### config.mk
export PLATFORM = sky130hd
export DESIGN_NAME = fetch_prefetch_unit_flat
export DESIGN_NICKNAME = d
export VERILOG_FILES = /design/src/rtl/fetch_prefetch_unit_if.sv /design/src/rtl/fetch_prefetch_unit.sv /design/src/flat_wrapper.sv
export SDC_FILE = /design/constraint.sdc
export NUM_CORES = 1
export LEC_CHECK = 0
export ABC_AREA = 1
export CAP_MARGIN = 25
export CELL_PAD_IN_SITES_DETAIL_PLACEMENT = 0
export CELL_PAD_IN_SITES_GLOBAL_PLACEMENT = 1
export CORE_ASPECT_RATIO = 0.5
export CORE_UTILIZATION = 39
export DETAILED_ROUTE_END_ITERATION = 10
export GPL_TIMING_DRIVEN = 0
export PLACE_DENSITY = 0.75
export SLEW_MARGIN = 20
export SYNTH_ARGS = -nofsm -noshare
export SYNTH_HDL_FRONTEND = slang
export SYNTH_SLANG_ARGS = --single-unit
### constraint.sdc
create_clock -name clk -period 3.95 [get_ports clk]
set_input_delay 0.79 -clock clk [delete_from_list [all_inputs] [get_ports clk]]
set_output_delay 0.79 -clock clk [all_outputs]
set_load 0.01 [all_outputs]
### src/rtl/fetch_prefetch_unit_if.sv
// Signal bundle between the fetch unit, the pipelined instruction memory and the datapath.
// The master modport is the fetch unit; the slave modport is the memory/datapath side.
interface fetch_prefetch_unit_if #(
   parameter int XLEN = 32
);
   logic            imem_req_valid;
   logic [XLEN-1:0] imem_req_addr;
   logic            imem_req_ready;
   logic            imem_rsp_valid;
   logic [XLEN-1:0] imem_rsp_data;
   logic            redirect_valid;
   logic [XLEN-1:0] redirect_pc;
   logic            inst_valid;
   logic [XLEN-1:0] inst_data;
   logic [XLEN-1:0] inst_pc;
   logic            inst_ready;

   modport master (
      output imem_req_valid, imem_req_addr,
      input  imem_req_ready, imem_rsp_valid, imem_rsp_data,
      input  redirect_valid, redirect_pc,
      output inst_valid, inst_data, inst_pc,
      input  inst_ready
   );

   modport slave (
      input  imem_req_valid, imem_req_addr,
      output imem_req_ready, imem_rsp_valid, imem_rsp_data,
      output redirect_valid, redirect_pc,
      input  inst_valid, inst_data, inst_pc,
      output inst_ready
   );
endinterface

### src/rtl/fetch_prefetch_unit.sv
// Instruction fetch stage: credit-limited sequential prefetch into a small FIFO, with
// redirect-driven flush that drops responses to requests issued before the redirect.
module fetch_prefetch_unit #(
   parameter int              XLEN     = 32,
   parameter int              DEPTH    = 4,
   parameter logic [XLEN-1:0] RESET_PC = 32'h0000_0000
) (
   input logic                   clk,
   input logic                   rst,
   fetch_prefetch_unit_if.master bus
);

   typedef enum logic {
      ST_FETCH,
      ST_FLUSH
   } state_e;

   localparam int              PW      = $clog2(DEPTH);
   localparam int              CW      = $clog2(DEPTH + 1);
   localparam logic [CW:0]     CREDITS = (CW + 1)'(DEPTH);
   localparam logic [CW-1:0]   FULL    = CW'(DEPTH);
   localparam logic [XLEN-1:0] WORD    = XLEN'(4);

   state_e          state_q, state_d;
   logic [XLEN-1:0] fetch_pc_q, fetch_pc_d;
   logic [XLEN-1:0] rsp_pc_q, rsp_pc_d;
   logic [CW-1:0]   inflight_q, inflight_d;
   logic [CW-1:0]   discard_q, discard_d;
   logic [CW-1:0]   count_q, count_d;
   logic [PW-1:0]   rd_ptr_q, rd_ptr_d;
   logic [PW-1:0]   wr_ptr_q, wr_ptr_d;
   logic [XLEN-1:0] data_mem_q [DEPTH];
   logic [XLEN-1:0] pc_mem_q   [DEPTH];

   logic [XLEN-1:0] target;
   logic            credit_ok;
   logic            req_valid;
   logic            req_fire;
   logic            rsp_fire;
   logic            head_valid;
   logic            push;
   logic            pop;
   logic            unused_redirect_lsb;

   assign target              = {bus.redirect_pc[XLEN-1:2], 2'b00};
   assign unused_redirect_lsb = ^bus.redirect_pc[1:0];

   // Buffered entries plus outstanding requests never exceed DEPTH, so a response always has a slot.
   assign credit_ok  = ({1'b0, count_q} + {1'b0, inflight_q}) < CREDITS;
   assign req_valid  = rst && (state_q == ST_FETCH) && !bus.redirect_valid && credit_ok;
   assign req_fire   = req_valid && bus.imem_req_ready;
   assign rsp_fire   = bus.imem_rsp_valid;
   assign head_valid = (count_q != '0);
   assign pop        = head_valid && bus.inst_ready;
   assign push       = rsp_fire && (state_q == ST_FETCH) && !bus.redirect_valid;

   // NOTE: every variable gets a default at the top of always_comb so no path leaves it unassigned (no latch).
   always_comb begin
      state_d    = state_q;
      fetch_pc_d = fetch_pc_q;
      rsp_pc_d   = rsp_pc_q;
      inflight_d = inflight_q + CW'(req_fire) - CW'(rsp_fire);
      discard_d  = discard_q;
      count_d    = count_q;
      rd_ptr_d   = rd_ptr_q;
      wr_ptr_d   = wr_ptr_q;

      if (bus.redirect_valid) begin
         // Everything still outstanding after this cycle belongs to the old path.
         fetch_pc_d = target;
         rsp_pc_d   = target;
         count_d    = '0;
         rd_ptr_d   = '0;
         wr_ptr_d   = '0;
         discard_d  = inflight_d;
         state_d    = (inflight_d != '0) ? ST_FLUSH : ST_FETCH;
      end else begin
         if (req_fire) begin
            fetch_pc_d = fetch_pc_q + WORD;
         end
         if (push) begin
            wr_ptr_d = wr_ptr_q + PW'(1);
            rsp_pc_d = rsp_pc_q + WORD;
         end
         if (pop) begin
            rd_ptr_d = rd_ptr_q + PW'(1);
         end
         count_d = count_q + CW'(push) - CW'(pop);
         if ((state_q == ST_FLUSH) && rsp_fire) begin
            discard_d = discard_q - CW'(1);
            if (discard_q == CW'(1)) begin
               state_d = ST_FETCH;
            end
         end
      end
   end

   // NOTE: sequential state uses non-blocking assignments so all registers update from pre-edge values.
   always_ff @(posedge clk) begin
      if (!rst) begin
         state_q    <= ST_FETCH;
         fetch_pc_q <= RESET_PC;
         rsp_pc_q   <= RESET_PC;
         inflight_q <= '0;
         discard_q  <= '0;
         count_q    <= '0;
         rd_ptr_q   <= '0;
         wr_ptr_q   <= '0;
      end else begin
         state_q    <= state_d;
         fetch_pc_q <= fetch_pc_d;
         rsp_pc_q   <= rsp_pc_d;
         inflight_q <= inflight_d;
         discard_q  <= discard_d;
         count_q    <= count_d;
         rd_ptr_q   <= rd_ptr_d;
         wr_ptr_q   <= wr_ptr_d;
      end
   end

   // NOTE: FIFO storage is not reset; the count gates validity and the outputs below read zero when empty.
   always_ff @(posedge clk) begin
      if (push) begin
         data_mem_q[wr_ptr_q] <= bus.imem_rsp_data;
         pc_mem_q[wr_ptr_q]   <= rsp_pc_q;
      end
   end

   assign bus.imem_req_valid = req_valid;
   assign bus.imem_req_addr  = fetch_pc_q;
   assign bus.inst_valid     = head_valid;
   assign bus.inst_data      = head_valid ? data_mem_q[rd_ptr_q] : '0;
   assign bus.inst_pc        = head_valid ? pc_mem_q[rd_ptr_q] : '0;

   a_no_overflow : assert property (@(posedge clk) disable iff (!rst)
      !(push && (count_q == FULL) && !pop));

   a_no_orphan_rsp : assert property (@(posedge clk) disable iff (!rst)
      !(rsp_fire && (inflight_q == '0)));

endmodule

### src/flat_wrapper.sv
// flat-port wrapper written by rule: the top's interface ports become plain ports
module fetch_prefetch_unit_flat 
#(
   parameter int              XLEN     = 32,
   parameter int              DEPTH    = 4,
   parameter logic [XLEN-1:0] RESET_PC = 32'h0000_0000
)
  (clk, rst, bus_imem_req_valid, bus_imem_req_addr, bus_imem_req_ready, bus_imem_rsp_valid, bus_imem_rsp_data, bus_redirect_valid, bus_redirect_pc, bus_inst_valid, bus_inst_data, bus_inst_pc, bus_inst_ready);
  fetch_prefetch_unit_if #(.XLEN(XLEN)) bus_i ();
  input logic clk;
  input logic rst;
  output wire logic [$bits(bus_i.imem_req_valid)-1:0] bus_imem_req_valid;
  output wire logic [$bits(bus_i.imem_req_addr)-1:0] bus_imem_req_addr;
  input wire logic [$bits(bus_i.imem_req_ready)-1:0] bus_imem_req_ready;
  input wire logic [$bits(bus_i.imem_rsp_valid)-1:0] bus_imem_rsp_valid;
  input wire logic [$bits(bus_i.imem_rsp_data)-1:0] bus_imem_rsp_data;
  input wire logic [$bits(bus_i.redirect_valid)-1:0] bus_redirect_valid;
  input wire logic [$bits(bus_i.redirect_pc)-1:0] bus_redirect_pc;
  output wire logic [$bits(bus_i.inst_valid)-1:0] bus_inst_valid;
  output wire logic [$bits(bus_i.inst_data)-1:0] bus_inst_data;
  output wire logic [$bits(bus_i.inst_pc)-1:0] bus_inst_pc;
  input wire logic [$bits(bus_i.inst_ready)-1:0] bus_inst_ready;
  assign bus_imem_req_valid = bus_i.imem_req_valid;
  assign bus_imem_req_addr = bus_i.imem_req_addr;
  assign bus_i.imem_req_ready = bus_imem_req_ready;
  assign bus_i.imem_rsp_valid = bus_imem_rsp_valid;
  assign bus_i.imem_rsp_data = bus_imem_rsp_data;
  assign bus_i.redirect_valid = bus_redirect_valid;
  assign bus_i.redirect_pc = bus_redirect_pc;
  assign bus_inst_valid = bus_i.inst_valid;
  assign bus_inst_data = bus_i.inst_data;
  assign bus_inst_pc = bus_i.inst_pc;
  assign bus_i.inst_ready = bus_inst_ready;
  fetch_prefetch_unit #(.XLEN(XLEN), .DEPTH(DEPTH), .RESET_PC(RESET_PC)) u_core (.clk(clk), .rst(rst), .bus(bus_i));
endmodule
==> impl_results.md, run 1 <==
* Outcome: finished, final reports clean
* Count of flip-flops with a built-in enable after synthesis at ~250
* Seq pwr share at a little under 50%
* Drt pass-1 iters at 5
* Met3 GRT Util at under 10%
* Ys Warns at 0
* Detailed placement HPWL at between 20,000 and 30,000 microns
* Port bufs at around 160
* Core Area at around 37,000 sq um
* Max Cap Viol at 0
* WP data arrival at 2.97 ns
* RSZ-0062 raised after global routing: false
* Hold Violations, Final at 0
* WHS Endpoint: u_core.rd_ptr_q[1]$_SDFFE_PP0P_
* Setup-failing EPs final at 0
* CP Max Fanout at 10
* Final slew viol count at 0
* GRT overflow at 0
* Worst Setup End Kind: output pin
* Most frequent cells in the layout: nor2_1, nand2_1, edfxtp_1, clkdlybuf4s50_1, o21ai_0
* Layout net count at around 1,900
* Core Rows at 49
* Vias in the first global route at approximately 11,000
* Reg2reg start: u_core.count_q[1]$_SDFF_PP0_
* Number of setup buffers added after CTS at 0
* Die Wd at roughly 280 microns
* GRT Max-Usage Layer: met2
* Area of the multi-input gates at between 5000 and 6000 sq um
* P_leak at 0.00649 uW
* # hold bufs at CTS at 0
* Worst Tran Pin Value at 0.963 ns
* Async set-reset flop share out of synthesis at 0%
* Clock Latency Late Sink at between 0.5 and 0.6 ns
* DR vias at ~11,000
* Power share of the combinational group at a little over an eighth
* GP Congestion at 0.838
* Layout area overhead at 23.4%
* R2R cell count at 10
* CTS buffer count at 29
* Pint at between 5000 and 6000 uW
* Worst Skew at roughly 0.0095 ns
* Post-route ant nets at 0
* Cell area power density at between 400 and 500 nW/um^2
* Fraction of layout cells with a size suffix above 1 at under 10%
* Cts repair resizes at 0
* CP Data Required Time at roughly 3.2 ns
* Commonest non-fill, non-tap cell in the layout: nor2_1
* Slew margin rel. at between 30 and 40%
* Initial antenna violation count at 0
* Met2 usage at a little over a third
* VDD IR max at around 310 uV
* Die ar. at around 39,000 sq um
* Largest net degree at the start of global routing at 25
* Reg area at approximately 9000 sq um
* Syn Area/Cell at about 9.2 sq um
* Global Route met1 Usage at 28.7%
* #FFs+latches synth at around 320
* Global-route wire length before repair at 62,400 microns
* Initial Util at between 40 and 50%
* Post-Synthesis Cells at 1,600
* CTS H-Tree Depth at 1
* Worst-path clk slew at roughly 0.06 ns
* Max frequency at roughly 270 MHz
* Total power at 7970 uW
* Hold path depth at 2
* Tmin final at 3.76 ns
* NetSw at 2020 uW
* Worst Hold Class: reg -> reg
* Number of diodes at 0
* Post-synth top flop: edfxtp_1
* Die span in y at ~140 microns
* Reg2reg setup slack at 0.98 ns
* Post-synthesis cell type count at 42
* Clock sink count at roughly 320
* CTS tree: yes
* CTS Buffer Depth at 3
* Remaining DRCs at 0
* Total GRT Usage at between 20% and 30%
* DR vias/cell at 4.93
* RR Endpoint: u_core.count_q[2]$_SDFF_PP0_
* Tcrit/Tclk final at 95.1%
* Routed WL at roughly 40,000 microns
* # fillers at between 3,000 and 4,000
* Register area share after synthesis at about 61%
* Switching Share at approximately a quarter
* Worst hold slack at around 0.46 ns
* Final design utilization at between 40% and 50%
* Post-synthesis instance area at approximately 15,000 sq um
* I/O pins at roughly 170
* Hold_sp: u_core.rd_ptr_q[1]$_SDFFE_PP0P_
* CP startpoint kind: flop
* Clk pwr share at 37.3%
* Root buffer cell: clkbuf_16
* Crit Path Class: reg -> out
* Routed WL per cell at 17.6 microns
* DR iter-0 viols at roughly 800
## power by group through the flow
stage	Clock, uW	Combinational [uW]	Sequential [uW]
after floorplan	0	536	4000
after global placement	0	1020	4040
after detailed placement	0	1050	4030
after CTS	3020	1050	3960
after global routing	3140	1150	3980
final	2970	1040	3960
## layer usage
layer  part of all wire (%)  routed length [microns]  up-vias
met5                      0                        0        -
met4                    1.4                      573        0
met3                    4.5                     1820       39
met2                     48                    19500      255
met1                     46                    18800     5307
li1                       -                        -     5785
## synth_stat cells, types with 9 or more instances
cell type / n / area, sq um
clkbuf_1: 45 / 169
buf_2: 21 / 105
nand2_1: 259 / 972
a21boi_1: 13 / 97.6
a21oi_1: 122 / 611
o21ai_1: 26 / 130
inv_2: 10 / 37.5
dfxtp_1: 76 / 1520
edfxtp_1: 248 / 7450
nor2_1: 351 / 1320
ha_1: 14 / 175
inv_1: 99 / 372
o21ai_0: 157 / 786
xor2_1: 9 / 78.8
nand3_1: 75 / 375
## registers in the layout, summed over array words and instances (netlist names), 2 cells and up, named ones only
name	count
u_core.bus.imem_req_addr	30
u_core.count_q	3
u_core.data_mem_q	128
u_core.discard_q	3
u_core.inflight_q	3
u_core.pc_mem_q	120
u_core.rd_ptr_q	2
u_core.rsp_pc_q	30
u_core.wr_ptr_q	2
## per-stage QoR
stage	cells	instance area (sq um)	worst slack, ns	setup TNS (ns)
CTS	2311	18200	0.0903	0
floorplan	1603	14800	-0.264	-65.51
detailed placement	2257	17200	0.454	0
global placement	2248	17000	-3.03	-731.84
global route	2311	18200	0.0147	0
finish	2311	18200	0.193	0
## cell type report
class                   instances  share of cell area [%]
clock buffers                  36                    4.30
plain buffers                  76                    1.92
inverters                     114                    2.36
clock inverters                18                    1.15
well taps                     484                    3.32
flip-flops and latches        324                    49.2
multi-input cells            1089                    27.8
repair buffers                170                    9.96
## worst max-delay path, stage by stage, from the launching register on
cell	delay (ns)
dfxtp_1	0.29
buf_2	0.20
inv_2	0.17
buf_2	0.27
clkbuf_1	0.43
o21ai_0	0.19
a21oi_1	0.24
clkdlybuf4s50_1	0.58
## worst max path at each step
stage,end,from
after floorplan,u_core.data_mem_q[0][0]$_DFFE_PP_,bus_imem_rsp_valid
after global placement,u_core.data_mem_q[1][13]$_DFFE_PP_,bus_imem_rsp_valid
after detailed placement,u_core.count_q[2]$_SDFF_PP0_,bus_imem_rsp_valid
after CTS,bus_inst_pc[16],flop
after global routing,bus_inst_pc[15],flop
final,bus_inst_pc[16],flop
## cell families after synthesis
family                     count (synthesis)  share of synthesized area (%)
AOI/OAI and AO/OA                        333                           11.7
DFF                                      324                           60.7
muxes                                      1                         0.0678
buffers and inverters                    190                           5.28
and+or+nand+nor                          724                           20.1
other                                      1                         0.0254
adders and majority gates                 16                           1.46
xor gates and xnor gates                  11                          0.653
Power figures use the tool's default switching activity.
==> run 2: changes to the inputs <==
==> constraint.sdc (replaced) <==
create_clock -name clk -period 3.95 [get_ports clk]
set_input_delay 0.5925 -clock clk [delete_from_list [all_inputs] [get_ports clk]]
set_output_delay 0.5925 -clock clk [all_outputs]
set_load 0.01 [all_outputs]
==> results of run 2 <==
Same layout as run 1 (identical final DEF). Status: finished, final reports clean.
Among the figures that moved: setup slack after placement 0.454 ns -> 0.652 ns; setup slack after layout 0.193 ns -> 0.391 ns
